$ cat config.mk
export PLATFORM = sky130hd
export DESIGN_NAME = uart_transmitter
export DESIGN_NICKNAME = d
export VERILOG_FILES = /design/src/rtl/uart_pkg.sv /design/src/rtl/uart_bit_timer.sv /design/src/rtl/uart_transmitter.sv
export SDC_FILE = /design/constraint.sdc
export NUM_CORES = 1
export LEC_CHECK = 0
export BUFFER_PORTS_ARGS = -buffer_cell sky130_fd_sc_hd__buf_2
export CORE_MARGIN = 2
export CORE_UTILIZATION = 30
export DETAILED_ROUTE_END_ITERATION = 16
export SYNTH_ARGS = -nofsm -noshare
export SYNTH_HDL_FRONTEND = slang
export SYNTH_HIERARCHICAL = 1
export SYNTH_SLANG_ARGS = --single-unit
$ cat constraint.sdc
create_clock -name clock -period 3.01 [get_ports clock]
set_clock_uncertainty 0.15 [all_clocks]
set_input_delay 0.1505 -clock clock [delete_from_list [all_inputs] [get_ports clock]]
set_output_delay 0.1505 -clock clock [all_outputs]
set_load 0.1 [all_outputs]
$ cat src/rtl/uart_pkg.sv
`default_nettype none
// ============================================================================
//  Module      : uart_pkg
//  Description : Shared UART definitions. Holds the transmitter FSM state
//                encoding, the data width, and the default line constants
//                that the matching receiver also uses.
//  Contents    : uart_state_t, UART_DATA_BITS, UART_CLOCKS_PER_BIT,
//                UART_STOP_BITS
//  Revision    : 1.0 - initial release
// ============================================================================
package uart_pkg;

  localparam int UART_DATA_BITS      = 8;
  localparam int UART_CLOCKS_PER_BIT = 18;
  localparam int UART_STOP_BITS      = 2;

  typedef enum logic [2:0] {
    IDLE   = 3'd0,
    START  = 3'd1,
    DATA   = 3'd2,
    PARITY = 3'd3,
    STOP   = 3'd4
  } uart_state_t;

endpackage : uart_pkg
`default_nettype wire

$ cat src/rtl/uart_bit_timer.sv
`default_nettype none
// ============================================================================
//  Module      : uart_bit_timer
//  Description : Free-running bit-period counter. Counts 0..CLOCKS_PER_BIT-1
//                and pulses tick on the last count of every bit period.
//  Ports       : clock   - rising-edge clock
//                clear   - synchronous active-high reset
//                restart - forces the count to 0 (frame start)
//                tick    - high during the final cycle of a bit period
//  Revision    : 1.0 - initial release
// ============================================================================
module uart_bit_timer #(
  parameter int CLOCKS_PER_BIT = 18
) (
  input  logic clock,
  input  logic clear,
  input  logic restart,
  output logic tick
);

  localparam int             c_W    = (CLOCKS_PER_BIT > 1) ? $clog2(CLOCKS_PER_BIT) : 1;
  localparam logic [c_W-1:0] c_LAST = c_W'(CLOCKS_PER_BIT - 1);

  logic [c_W-1:0] r_count;

  assign tick = (r_count == c_LAST);

  always_ff @(posedge clock) begin
    if (clear || restart) begin
      r_count <= '0;
    end else if (tick) begin
      r_count <= '0;
    end else begin
      r_count <= r_count + 1'b1;
    end
  end

endmodule : uart_bit_timer
`default_nettype wire

$ cat src/rtl/uart_transmitter.sv
`default_nettype none
// ============================================================================
//  Module      : uart_transmitter
//  Description : UART transmitter with valid/ready byte input and a one-entry
//                holding register. Sends start, 8 data bits (LSB first),
//                optional even parity and STOP_BITS stop bits on a registered
//                serial line. Back-to-back bytes leave no idle gap.
//  Config      : UART_TRANSMITTER_PARITY_EN - when defined, frames carry the
//                even-parity bit; when undefined the PARITY state is removed.
//  Ports       : clock         - rising-edge clock
//                clear         - synchronous active-high reset
//                data_in_valid - byte offered on data_in
//                data_in       - byte to transmit
//                data_in_ready - holding register empty, byte can be taken
//                uart_tx       - serial line, idle high
//                busy          - frame in progress
//  Revision    : 1.0 - initial release
// ============================================================================
module uart_transmitter
  import uart_pkg::*;
#(
  parameter int CLOCKS_PER_BIT = UART_CLOCKS_PER_BIT,
  parameter int STOP_BITS      = UART_STOP_BITS
) (
  input  logic                      clock,
  input  logic                      clear,
  input  logic                      data_in_valid,
  input  logic [UART_DATA_BITS-1:0] data_in,
  output logic                      data_in_ready,
  output logic                      uart_tx,
  output logic                      busy
);

  // Stop-bit counter only needs to distinguish the first and second stop bit.
  localparam logic [0:0] c_STOP_LAST = 1'(STOP_BITS - 1);

  uart_state_t               r_state;
  logic [UART_DATA_BITS-1:0] r_shift;
  logic [UART_DATA_BITS-1:0] r_holding;
  logic                      r_holding_full;
  logic [2:0]                r_index;
  logic [0:0]                r_stop_cnt;
  logic                      r_tx;
  logic                      r_busy;

  logic w_tick;
  logic w_accept;
  logic w_last_stop;
  logic w_direct;
  logic w_restart;

  assign w_accept    = data_in_valid & ~r_holding_full;
  assign w_last_stop = (r_state == STOP) & w_tick & (r_stop_cnt == c_STOP_LAST);
  // Accepts that can start a frame immediately bypass the holding register.
  assign w_direct    = w_accept & ((r_state == IDLE) | w_last_stop);
  // Only a start from IDLE needs the timer realigned; the STOP->START path
  // already lands on a wrap.
  assign w_restart   = (r_state == IDLE) & (w_accept | r_holding_full);

`ifdef UART_TRANSMITTER_PARITY_EN
  logic w_parity;
  assign w_parity = ^r_shift;
`endif

  assign data_in_ready = ~r_holding_full;
  assign uart_tx       = r_tx;
  assign busy          = r_busy;

  uart_bit_timer #(
    .CLOCKS_PER_BIT(CLOCKS_PER_BIT)
  ) u_bit_timer (
    .clock  (clock),
    .clear  (clear),
    .restart(w_restart),
    .tick   (w_tick)
  );

  always_ff @(posedge clock) begin
    if (clear) begin
      r_state        <= IDLE;
      r_shift        <= '0;
      r_holding      <= '0;
      r_holding_full <= 1'b0;
      r_index        <= '0;
      r_stop_cnt     <= '0;
      r_tx           <= 1'b1;
      r_busy         <= 1'b0;
    end else begin
      if (w_accept && !w_direct) begin
        r_holding      <= data_in;
        r_holding_full <= 1'b1;
      end

      case (r_state)
        IDLE: begin
          r_tx <= 1'b1;
          if (r_holding_full) begin
            r_shift        <= r_holding;
            r_holding_full <= 1'b0;
            r_state        <= START;
            r_tx           <= 1'b0;
            r_busy         <= 1'b1;
          end else if (w_accept) begin
            r_shift <= data_in;
            r_state <= START;
            r_tx    <= 1'b0;
            r_busy  <= 1'b1;
          end
        end

        START: begin
          if (w_tick) begin
            r_state <= DATA;
            r_index <= '0;
            r_tx    <= r_shift[0];
          end
        end

        DATA: begin
          if (w_tick) begin
            if (r_index == 3'd7) begin
`ifdef UART_TRANSMITTER_PARITY_EN
              r_state <= PARITY;
              r_tx    <= w_parity;
`else
              r_state    <= STOP;
              r_stop_cnt <= '0;
              r_tx       <= 1'b1;
`endif
            end else begin
              r_index <= r_index + 3'd1;
              r_tx    <= r_shift[r_index + 3'd1];
            end
          end
        end

`ifdef UART_TRANSMITTER_PARITY_EN
        PARITY: begin
          if (w_tick) begin
            r_state    <= STOP;
            r_stop_cnt <= '0;
            r_tx       <= 1'b1;
          end
        end
`endif

        STOP: begin
          if (w_last_stop) begin
            if (r_holding_full) begin
              r_shift        <= r_holding;
              r_holding_full <= 1'b0;
              r_state        <= START;
              r_tx           <= 1'b0;
            end else if (w_accept) begin
              r_shift <= data_in;
              r_state <= START;
              r_tx    <= 1'b0;
            end else begin
              r_state <= IDLE;
              r_tx    <= 1'b1;
              r_busy  <= 1'b0;
            end
          end else if (w_tick) begin
            r_stop_cnt <= r_stop_cnt + 1'b1;
          end
        end

        default: begin
          r_state <= IDLE;
          r_tx    <= 1'b1;
          r_busy  <= 1'b0;
        end
      endcase
    end
  end

endmodule : uart_transmitter
`default_nettype wire

==> reports/results.tsv, run 1 <==
stage	metric	value	unit
status	status	complete, no violations	
synthesis	#FFs+latches synth	31	
cells_and_area	most frequent cells in the layout	nor2_1, dfxtp_1, mux2i_1	
die	Core ar.	4790	um^2
synthesis	Post-Syn Area per Cell	9.41	um^2
clock_tree	CTS tree	yes	
die	Die X	74.8	um
die	Die ar.	5600	um^2
routing	Total Routed Length	2800	um
synthesis	Top FF cell, synth	dfxtp_1	
synthesis	sequential element share of the synthesized area	41.2	%
cells_and_area	post-route cell area	1800	um^2
setup_path	Crit Path Class	register to register	
synthesis	Post-synth EDFFs	0	
routing	1st-iter DRT viols	29	
timing	unrepaired setup endpoints after global routing	no	
place	Port Buffers	13	
die	Top Ports	14	
timing	Slew headroom	60.4	%
clock_tree	hold bufs inserted after CTS	8	
setup_path	Buf/Inv on CP	2	
flow_run	max cap viols	0	
clock_tree	root buf cell	clkbuf_8	
clock_tree	clk buf depth	2	
synthesis	FFs w/ async S/R, synth	0	%
clock_tree	Clock Pin Slew Worst Setup and Hold Paths	60	ps
clock_tree	setup bufs post-CTS	0	
routing	drt first pass iters	4	
routing	via count	1150	
die	row cnt	25	
timing	TNS Setup	0	ps
pwr	Pwr Total	1.00	mW
setup_path	critical path depth	9	
synthesis	syn nets	175	
timing	fin crit period	2240	ps
clock_tree	CTS Buf Count	5	
setup_path	CP cell instances	inv_1, ha_1, nand2_1, nor3_1, buf_4, a21boi_2, o311a_1, mux2i_1, nor2_1	
global_routing	largest net degree at the start of global routing	28	
setup_path	critical path's slowest cell	o311a_1	
place	placed cell area	1600	um^2
routing	Routed wire per std cell	11.4	um
synthesis	Gate Count Post-Synth	160	
pwr	peak supply drop	0.000249	V
timing	Pins Over Slew Limit	0	
timing	Final Hold Vio Count	0	
setup_path	crit path from	u_bit_timer/r_count[1]	
synthesis	post-synth cell types	41	
synthesis	mapped cell area	1510	um^2
routing	vias per inst	4.67	
timing	fin crit share	74.3	%
global_routing	vias in the first global route	1095	
hold_path	worst hold path class	input pin to register	
global_routing	first-pass GRT wire length	4870	um
cells_and_area	Register Area	621	um^2
place	DP HPWL	1960	um
routing	DRC violations left	0	
setup_path	crit start category	register	
cells_and_area	Post-Layout Cell Count	246	
cells_and_area	Fillers	474	
place	placed insts	230	
setup_path	r2r worst-path depth	9	
pwr	Lkg Pwr	0.684	nW
cells_and_area	Multi-input gate area	807	um^2
global_routing	GR Overflow Total	0	
timing	Setup-failing EPs final	0	
setup_path	CP required	3010	ps
routing	Final ANT Viol Nets	0	
cells_and_area	Area Growth Syn to Fin	19.6	%
setup_path	max incr delay on CP	480	ps
place	placer's final routability congestion estimate	0.725	
setup_path	Setup crit end kind	register	
setup_path	Reg-to-Reg End	r_holding[1]	
die	die height	74.8	um
cells_and_area	Layout Nets	193	
timing	Min Hold Slack	80.5	ps
setup_path	Worst Path Arrival	2240	ps
cells_and_area	share of cells above drive strength 1	17.9	%
cells_and_area	antenna cell count	0	
setup_path	Critical path destination	r_holding[1]	
clock_tree	Clock Latency Late Sink	280	ps
setup_path	delay-heaviest family, CP	compound AO/OA/AOI/OAI gates	
global_routing	initial antenna violation count	0	
clock_tree	H-tree levels	2	
setup_path	reg-to-reg slack, setup	770	ps
timing	Fmax achieved	447	MHz
die	Initial Util	31.5	%
setup_path	reg2reg start	u_bit_timer/r_count[1]	
synthesis	Synth Warn #	6	
clock_tree	post-CTS resize count	0	
clock_tree	Clock Sink Count	31	
setup_path	crit path max fanout	10	
pwr	cell area power density	556	nW/um^2
timing	pin slew with the least headroom to its limit	593	ps
global_routing	Total GRT Usage	11.6	%
==> layer usage <==
| metal | wire (um) | GRT usage [%] |
|---|---|---|
| met1 | 1410 | 15.0 |
| met2 | 1220 | 17.0 |
| met3 | 108 | 4.15 |
| met4 | 57 | 5.95 |
| met5 | 0 | 0 |
==> worst min path at each step <==
| stage | endpoint | cells past startpoint | startpoint | slack (ps) |
|---|---|---|---|---|
| finish | r_holding_full | 3 | data_in_valid | 80 |
| global route | r_holding_full | 3 | data_in_valid | 80 |
| CTS | r_holding_full | 3 | data_in_valid | 70 |
| detailed placement | r_holding[5] | 3 | data_in[5] | 260 |
| global placement | r_holding[1] | 3 | data_in[1] | 250 |
| floorplan | r_holding[0] | 2 | data_in[0] | 150 |
==> final cells by class <==
class	count	area share, %
Clock inverter	2	1.95
Inverter	5	1.04
Timing Repair Buffer	22	8.48
Tap cell	67	4.66
Sequential cell	31	34.5
Clock buffer	6	4.59
Multi-Input combinational cell	113	44.8
==> worst register-to-register path, cell delays in order (launching register included) <==
cell      delay [ps]
dfxtp_1          350
inv_1             50
ha_1             170
nand2_1          120
nor3_1            60
buf_4            170
a21boi_2         260
o311a_1          480
mux2i_1          250
nor2_1            50
==> per-stage QoR <==
step,util (%),worst slack (ps)
global placement,33.5,803
global route,37.6,571
detailed placement,33.5,769
finish,37.6,774
CTS,37.6,763
floorplan,-,951
==> power breakdown <==
group          total, mW  switching (mW)  internal, mW
combinational      0.127          0.0765        0.0505
clock              0.421           0.154         0.268
sequential         0.453          0.0193         0.434
total               1.00           0.250         0.752
==> cell usage after synthesis (2+ instances only) <==
library cell	number	area share, %
nor2b_1	2	0.83
a21oi_1	7	2.3
clkbuf_1	3	0.75
o31ai_1	2	1.0
xor2_1	2	1.2
nor3_1	5	1.7
ha_1	4	3.3
inv_1	5	1.2
nor2_1	31	7.7
buf_2	4	1.3
a211oi_1	10	5.0
or3_1	2	0.83
dfxtp_1	31	41
nand3_1	2	0.67
nand2_1	5	1.2
mux2i_1	20	13
==> kinds of logic after synthesis <==
logic type	Yosys count	share of synthesized area, %
compound gates	32	17.0
xor+xnor	3	1.75
fa+ha+maj	4	3.33
buf+inv	16	5.15
flops	31	41.2
mux	21	14.8
simple gates	53	16.8
==> sequential cells by signal (all words and copies together), names as in the netlist, 3 cells and up <==
| name | cells |
|---|---|
| r_state | 3 |
| r_shift | 8 |
| r_holding | 8 |
| r_index | 3 |
| u_bit_timer/r_count | 5 |
No activity file was read; power rests on OpenSTA's default activity.
==> inputs of run 2 (changes only) <==
==> constraint.sdc (replaced) <==
create_clock -name clock -period 2 [get_ports clock]
set_clock_uncertainty 0.15 [all_clocks]
set_input_delay 0.1 -clock clock [delete_from_list [all_inputs] [get_ports clock]]
set_output_delay 0.1 -clock clock [all_outputs]
set_load 0.1 [all_outputs]
==> reports/results.tsv, run 2 (synthesis results as in run 1) <==
stage	metric	value	unit
timing	Min Hold Slack	56.9	ps
timing	pin slew with the least headroom to its limit	512	ps
routing	Routed wire per std cell	12.0	um
pwr	peak supply drop	0.000459	V
timing	Slew headroom	65.9	%
setup_path	Buf/Inv on CP	0	
setup_path	critical path's slowest cell	mux4_2	
cells_and_area	Post-Layout Cell Count	260	
hold_path	Hold Crit Start	data_in_valid	
clock_tree	Clock Sink Count	31	
routing	via count	1228	
cells_and_area	Layout Utilization	40.9	%
setup_path	reg2reg start	r_index[0]	
setup_path	crit path max fanout	2	
routing	Final ANT Viol Nets	0	
clock_tree	CTS Buf Count	5	
setup_path	crit start category	register	
timing	Setup-failing EPs final	0	
cells_and_area	share of cells above drive strength 1	28.0	%
hold_path	worst hold path class	input pin to register	
cells_and_area	most frequent cells in the layout	nor2_1, dfxtp_1, mux2i_1	
die	Top Ports	14	
global_routing	Total GRT Usage	12.8	%
die	Die ar.	5600	um^2
routing	Total Routed Length	3130	um
setup_path	CP required	2020	ps
flow_run	max cap viols	0	
place	placed cell area	1730	um^2
setup_path	CP cell instances	ha_4, mux4_2, a2111oi_4, o31ai_1	
clock_tree	Clock Latency Late Sink	280	ps
cells_and_area	Area Growth Syn to Fin	30.2	%
cells_and_area	antenna cell count	0	
timing	fin crit share	95.8	%
global_routing	vias in the first global route	1172	
global_routing	GR Overflow Total	0	
timing	Final Hold Vio Count	0	
timing	unrepaired setup endpoints after global routing	no	
place	DP HPWL	2150	um
cells_and_area	post-route cell area	1960	um^2
place	placer's final routability congestion estimate	0.797	
clock_tree	H-tree levels	2	
setup_path	Crit Path Class	register to register	
timing	Pins Over Slew Limit	0	
die	die height	74.8	um
pwr	cell area power density	711	nW/um^2
timing	fin crit period	1920	ps
routing	drt first pass iters	4	
setup_path	Reg-to-Reg End	uart_tx	
status	status	complete, no violations	
cells_and_area	Largest regs	r_holding (8), r_shift (8), u_bit_timer/r_count (5)	
clock_tree	Clock Pin Slew Worst Setup and Hold Paths	70	ps
setup_path	r2r worst-path depth	4	
pwr	Lkg Pwr	0.743	nW
clock_tree	clk buf depth	2	
place	Port Buffers	13	
die	Core ar.	4790	um^2
global_routing	initial antenna violation count	0	
timing	final setup margin	84.9	ps
hold_path	worst hold endpoint	r_holding_full	
global_routing	first-pass GRT wire length	5310	um
setup_path	delay-heaviest family, CP	multiplexers	
die	Die X	74.8	um
clock_tree	CTS tree	yes	
setup_path	Setup crit end kind	register	
place	dpl ws	3.86	ps
die	Initial Util	31.5	%
timing	Fmax achieved	522	MHz
place	placed insts	243	
setup_path	Worst Path Arrival	1930	ps
pwr	Pwr Total	1.39	mW
setup_path	reg-to-reg slack, setup	80	ps
global_routing	largest net degree at the start of global routing	28	
routing	DRC violations left	0	
cells_and_area	most common cell after layout, fill and taps aside	nor2_1	
setup_path	max incr delay on CP	540	ps
die	row cnt	25	
routing	vias per inst	4.72	
clock_tree	root buf cell	clkbuf_8	
hold_path	Cells on Worst Hold Path	3	
cells_and_area	Layout Nets	207	
timing	TNS Setup	0	ps
routing	1st-iter DRT viols	57	
run 2: how the worst max path moves through the flow:
stage                            from      endpoint  slack [ps]  cells after the start
3_3_place_gp               r_index[0]       uart_tx          50                      4
6_report                   r_index[0]       uart_tx          80                      4
3_5_place_dp   u_bit_timer/r_count[1]  r_holding[2]           4                      9
2_1_floorplan              r_index[0]       uart_tx          60                      4
4_1_cts                    r_index[1]       uart_tx          40                      4
5_1_grt        u_bit_timer/r_count[1]  r_holding[4]          20                      9
run 2: what timing repair did:
item | CTS | global route
pin swaps | 0 | 4
setup buffers | 0 | 1
gates resized for setup | 1 | 9
setup endpoints to repair | 1 | 5
hold endpoints to repair | 10 | 0
hold buffers | 8 | 0
gates cloned | 0 | 0
run 2: tightest hold or removal path, stage by stage:
cell and delay (ps):
buf_2 110, nor2_1 150, a211oi_1 70
run 2: where the power goes:
group	leakage, nW	total (mW)	switching, mW	internal [mW]
clock network	0.0402	0.491	0.249	0.242
registers	0.254	0.682	0.0277	0.654
logic	0.448	0.221	0.125	0.0962
total	0.743	1.39	0.402	0.992
run 2: layout make-up:
cell class / instances / area [um^2]
Fill cell: 482 / 2830
Multi-Input combinational cell: 113 / 858
Sequential cell: 31 / 623
Timing Repair Buffer: 36 / 283
Tap cell: 67 / 83.8
Clock buffer: 5 / 68.8
Inverter: 5 / 22.5
Clock inverter: 3 / 20.0
run 2: per-layer routing:
metal / global-route usage [%] / part of all wire [%]
met1: 15.8 / 47
met2: 20.0 / 46
met3: 4.02 / 4.9
met4: 6.55 / 2.1
met5: 0 / 0
==> inputs of run 3 (changes only) <==
--- a/config.mk
+++ b/config.mk
@@ -9,6 +9,7 @@
 export CORE_MARGIN = 2
 export CORE_UTILIZATION = 30
 export DETAILED_ROUTE_END_ITERATION = 16
+export REMOVE_ABC_BUFFERS = 1
 export SYNTH_ARGS = -nofsm -noshare
 export SYNTH_HDL_FRONTEND = slang
 export SYNTH_HIERARCHICAL = 1
==> constraint.sdc (replaced) <==
create_clock -name clock -period 1.62 [get_ports clock]
set_clock_uncertainty 0.15 [all_clocks]
set_input_delay 0.081 -clock clock [delete_from_list [all_inputs] [get_ports clock]]
set_output_delay 0.081 -clock clock [all_outputs]
set_load 0.1 [all_outputs]
==> reports/results.tsv, run 3 (synthesis results as in run 1) <==
stage	metric	value	unit
status	status	finished, violations left	
status	violated checks	setup timing	
clock_tree	Clock Pin Slew Worst Setup and Hold Paths	70	ps
routing	1st-iter DRT viols	97	
global_routing	first-pass GRT wire length	5780	um
routing	via count	1321	
cells_and_area	Largest regs	r_holding (8), r_shift (8), u_bit_timer/r_count (5)	
setup_path	max incr delay on CP	340	ps
timing	Setup-failing EPs final	22	
routing	vias per inst	4.73	
cells_and_area	Area Growth Syn to Fin	46.2	%
die	Die X	74.8	um
clock_tree	H-tree levels	2	
global_routing	GR Overflow Total	0	
timing	fin crit period	1820	ps
routing	drt first pass iters	4	
routing	DRC violations left	0	
cells_and_area	Post-Layout Cell Count	279	
cells_and_area	most common cell after layout, fill and taps aside	nor2_1	
clock_tree	root buf cell	clkbuf_8	
global_routing	Total GRT Usage	14.0	%
routing	Total Routed Length	3570	um
place	dpl ws	-308	ps
clock_tree	clk buf depth	2	
cells_and_area	share of cells above drive strength 1	40.6	%
setup_path	CP cell instances	inv_2, ha_4, nand2_4, nor3_4, a21boi_2, o311a_1, buf_12, mux2i_2, nor2_1	
timing	Slew headroom	67.3	%
routing	Routed wire per std cell	12.8	um
die	die height	74.8	um
clock_tree	CTS tree	yes	
cells_and_area	Layout Nets	226	
timing	Pins Over Slew Limit	0	
place	Port Buffers	13	
die	row cnt	25	
clock_tree	Clock Latency Late Sink	290	ps
pwr	Lkg Pwr	0.869	nW
pwr	cell area power density	808	nW/um^2
clock_tree	Clock Sink Count	31	
timing	Final Hold Vio Count	0	
cells_and_area	antenna cell count	0	
pwr	Pwr Total	1.78	mW
pwr	peak supply drop	0.000576	V
clock_tree	CTS Buf Count	5	
timing	pin slew with the least headroom to its limit	494	ps
die	Core ar.	4790	um^2
die	Initial Util	31.5	%
setup_path	Setup crit end kind	register	
global_routing	initial antenna violation count	0	
hold_path	worst hold path class	register to register	
global_routing	largest net degree at the start of global routing	16	
global_routing	vias in the first global route	1273	
setup_path	Crit Path Class	register to register	
place	DP HPWL	2250	um
cells_and_area	most frequent cells in the layout	nor2_1, dfxtp_1, buf_4	
setup_path	Worst Path Arrival	1860	ps
setup_path	CP required	1650	ps
flow_run	max cap viols	0	
setup_path	Buf/Inv on CP	2	
die	Die ar.	5600	um^2
place	placed insts	257	
place	placer's final routability congestion estimate	0.770	
timing	final setup margin	-205	ps
timing	TNS Setup	-2720	ps
routing	Final ANT Viol Nets	0	
timing	Fmax achieved	548	MHz
setup_path	crit path max fanout	8	
timing	unrepaired setup endpoints after global routing	yes	
setup_path	critical path's slowest cell	o311a_1	
cells_and_area	Layout Utilization	46.0	%
timing	fin crit share	113	%
die	Top Ports	14	
setup_path	crit start category	register	
setup_path	delay-heaviest family, CP	compound AO/OA/AOI/OAI gates	
==> run 3: cell types whose count changed in the layout (fill, tap and decap cells not counted), moves of 3 or more <==
cell / before / now
a211oi_1: 10 / 6
buf_4: 13 / 27
a21oi_2: 0 / 3
a21oi_1: 7 / 4
buf_6: 0 / 3
a211oi_2: 0 / 4
==> run 3: routing by layer <==
layer	part of all wire, %	wire, um	vias to the layer above	global-route usage, %
met5	0	0	-	0
met4	2.9	104	0	8.53
met3	3.7	131	9	4.02
met2	46	1660	27	20.7
met1	47	1680	616	17.9
li1	-	-	669	-
==> run 3: final cells by class <==
class                           instances  area (um^2)
Fill cell                             436         2580
Multi-Input combinational cell        113          946
Sequential cell                        31          626
Timing Repair Buffer                   55          442
Tap cell                               67         83.8
Clock buffer                            6         72.6
Inverter                                5         18.8
Clock inverter                          2         12.5
==> run 3: tightest hold or removal path, cell delays in order (launching register included) <==
cell and delay [ps]:
dfxtp_1 330, a21oi_1 60, o31ai_1 50
==> run 3: power breakdown <==
part	internal [mW]	total, mW	switching, mW
Clock	0.300	0.611	0.311
Combinational	0.152	0.331	0.179
Sequential	0.807	0.836	0.0289
==> run 3: through the flow <==
step	hold WS (ps)	cell area [um^2]
after floorplan	0.0658	1450
final	319	2200
after global placement	182	1830
after global routing	358	2200
after detailed placement	188	1830
after CTS	-41.7	2090
==> run 3: worst paths after layout <==
| check | slack (ps) | startpoint | endpoint | cells after the start |
|---|---|---|---|---|
| min reg2reg | 320 | uart_tx | uart_tx | 2 |
| max | -200 | u_bit_timer/r_count[1] | r_holding[6] | 9 |
| min | 320 | uart_tx | uart_tx | 2 |
| max reg2reg | -200 | u_bit_timer/r_count[1] | r_holding[6] | 9 |
==> run 3: what timing repair did <==
action / in CTS / in global routing
endpoints found under the setup margin: 24 / 30
endpoints found under the hold margin: 17 / 3
gates cloned: 0 / 0
hold buffers: 9 / 1
pin swaps: 6 / 5
buffers inserted: 2 / 2
gates resized for setup: 16 / 18
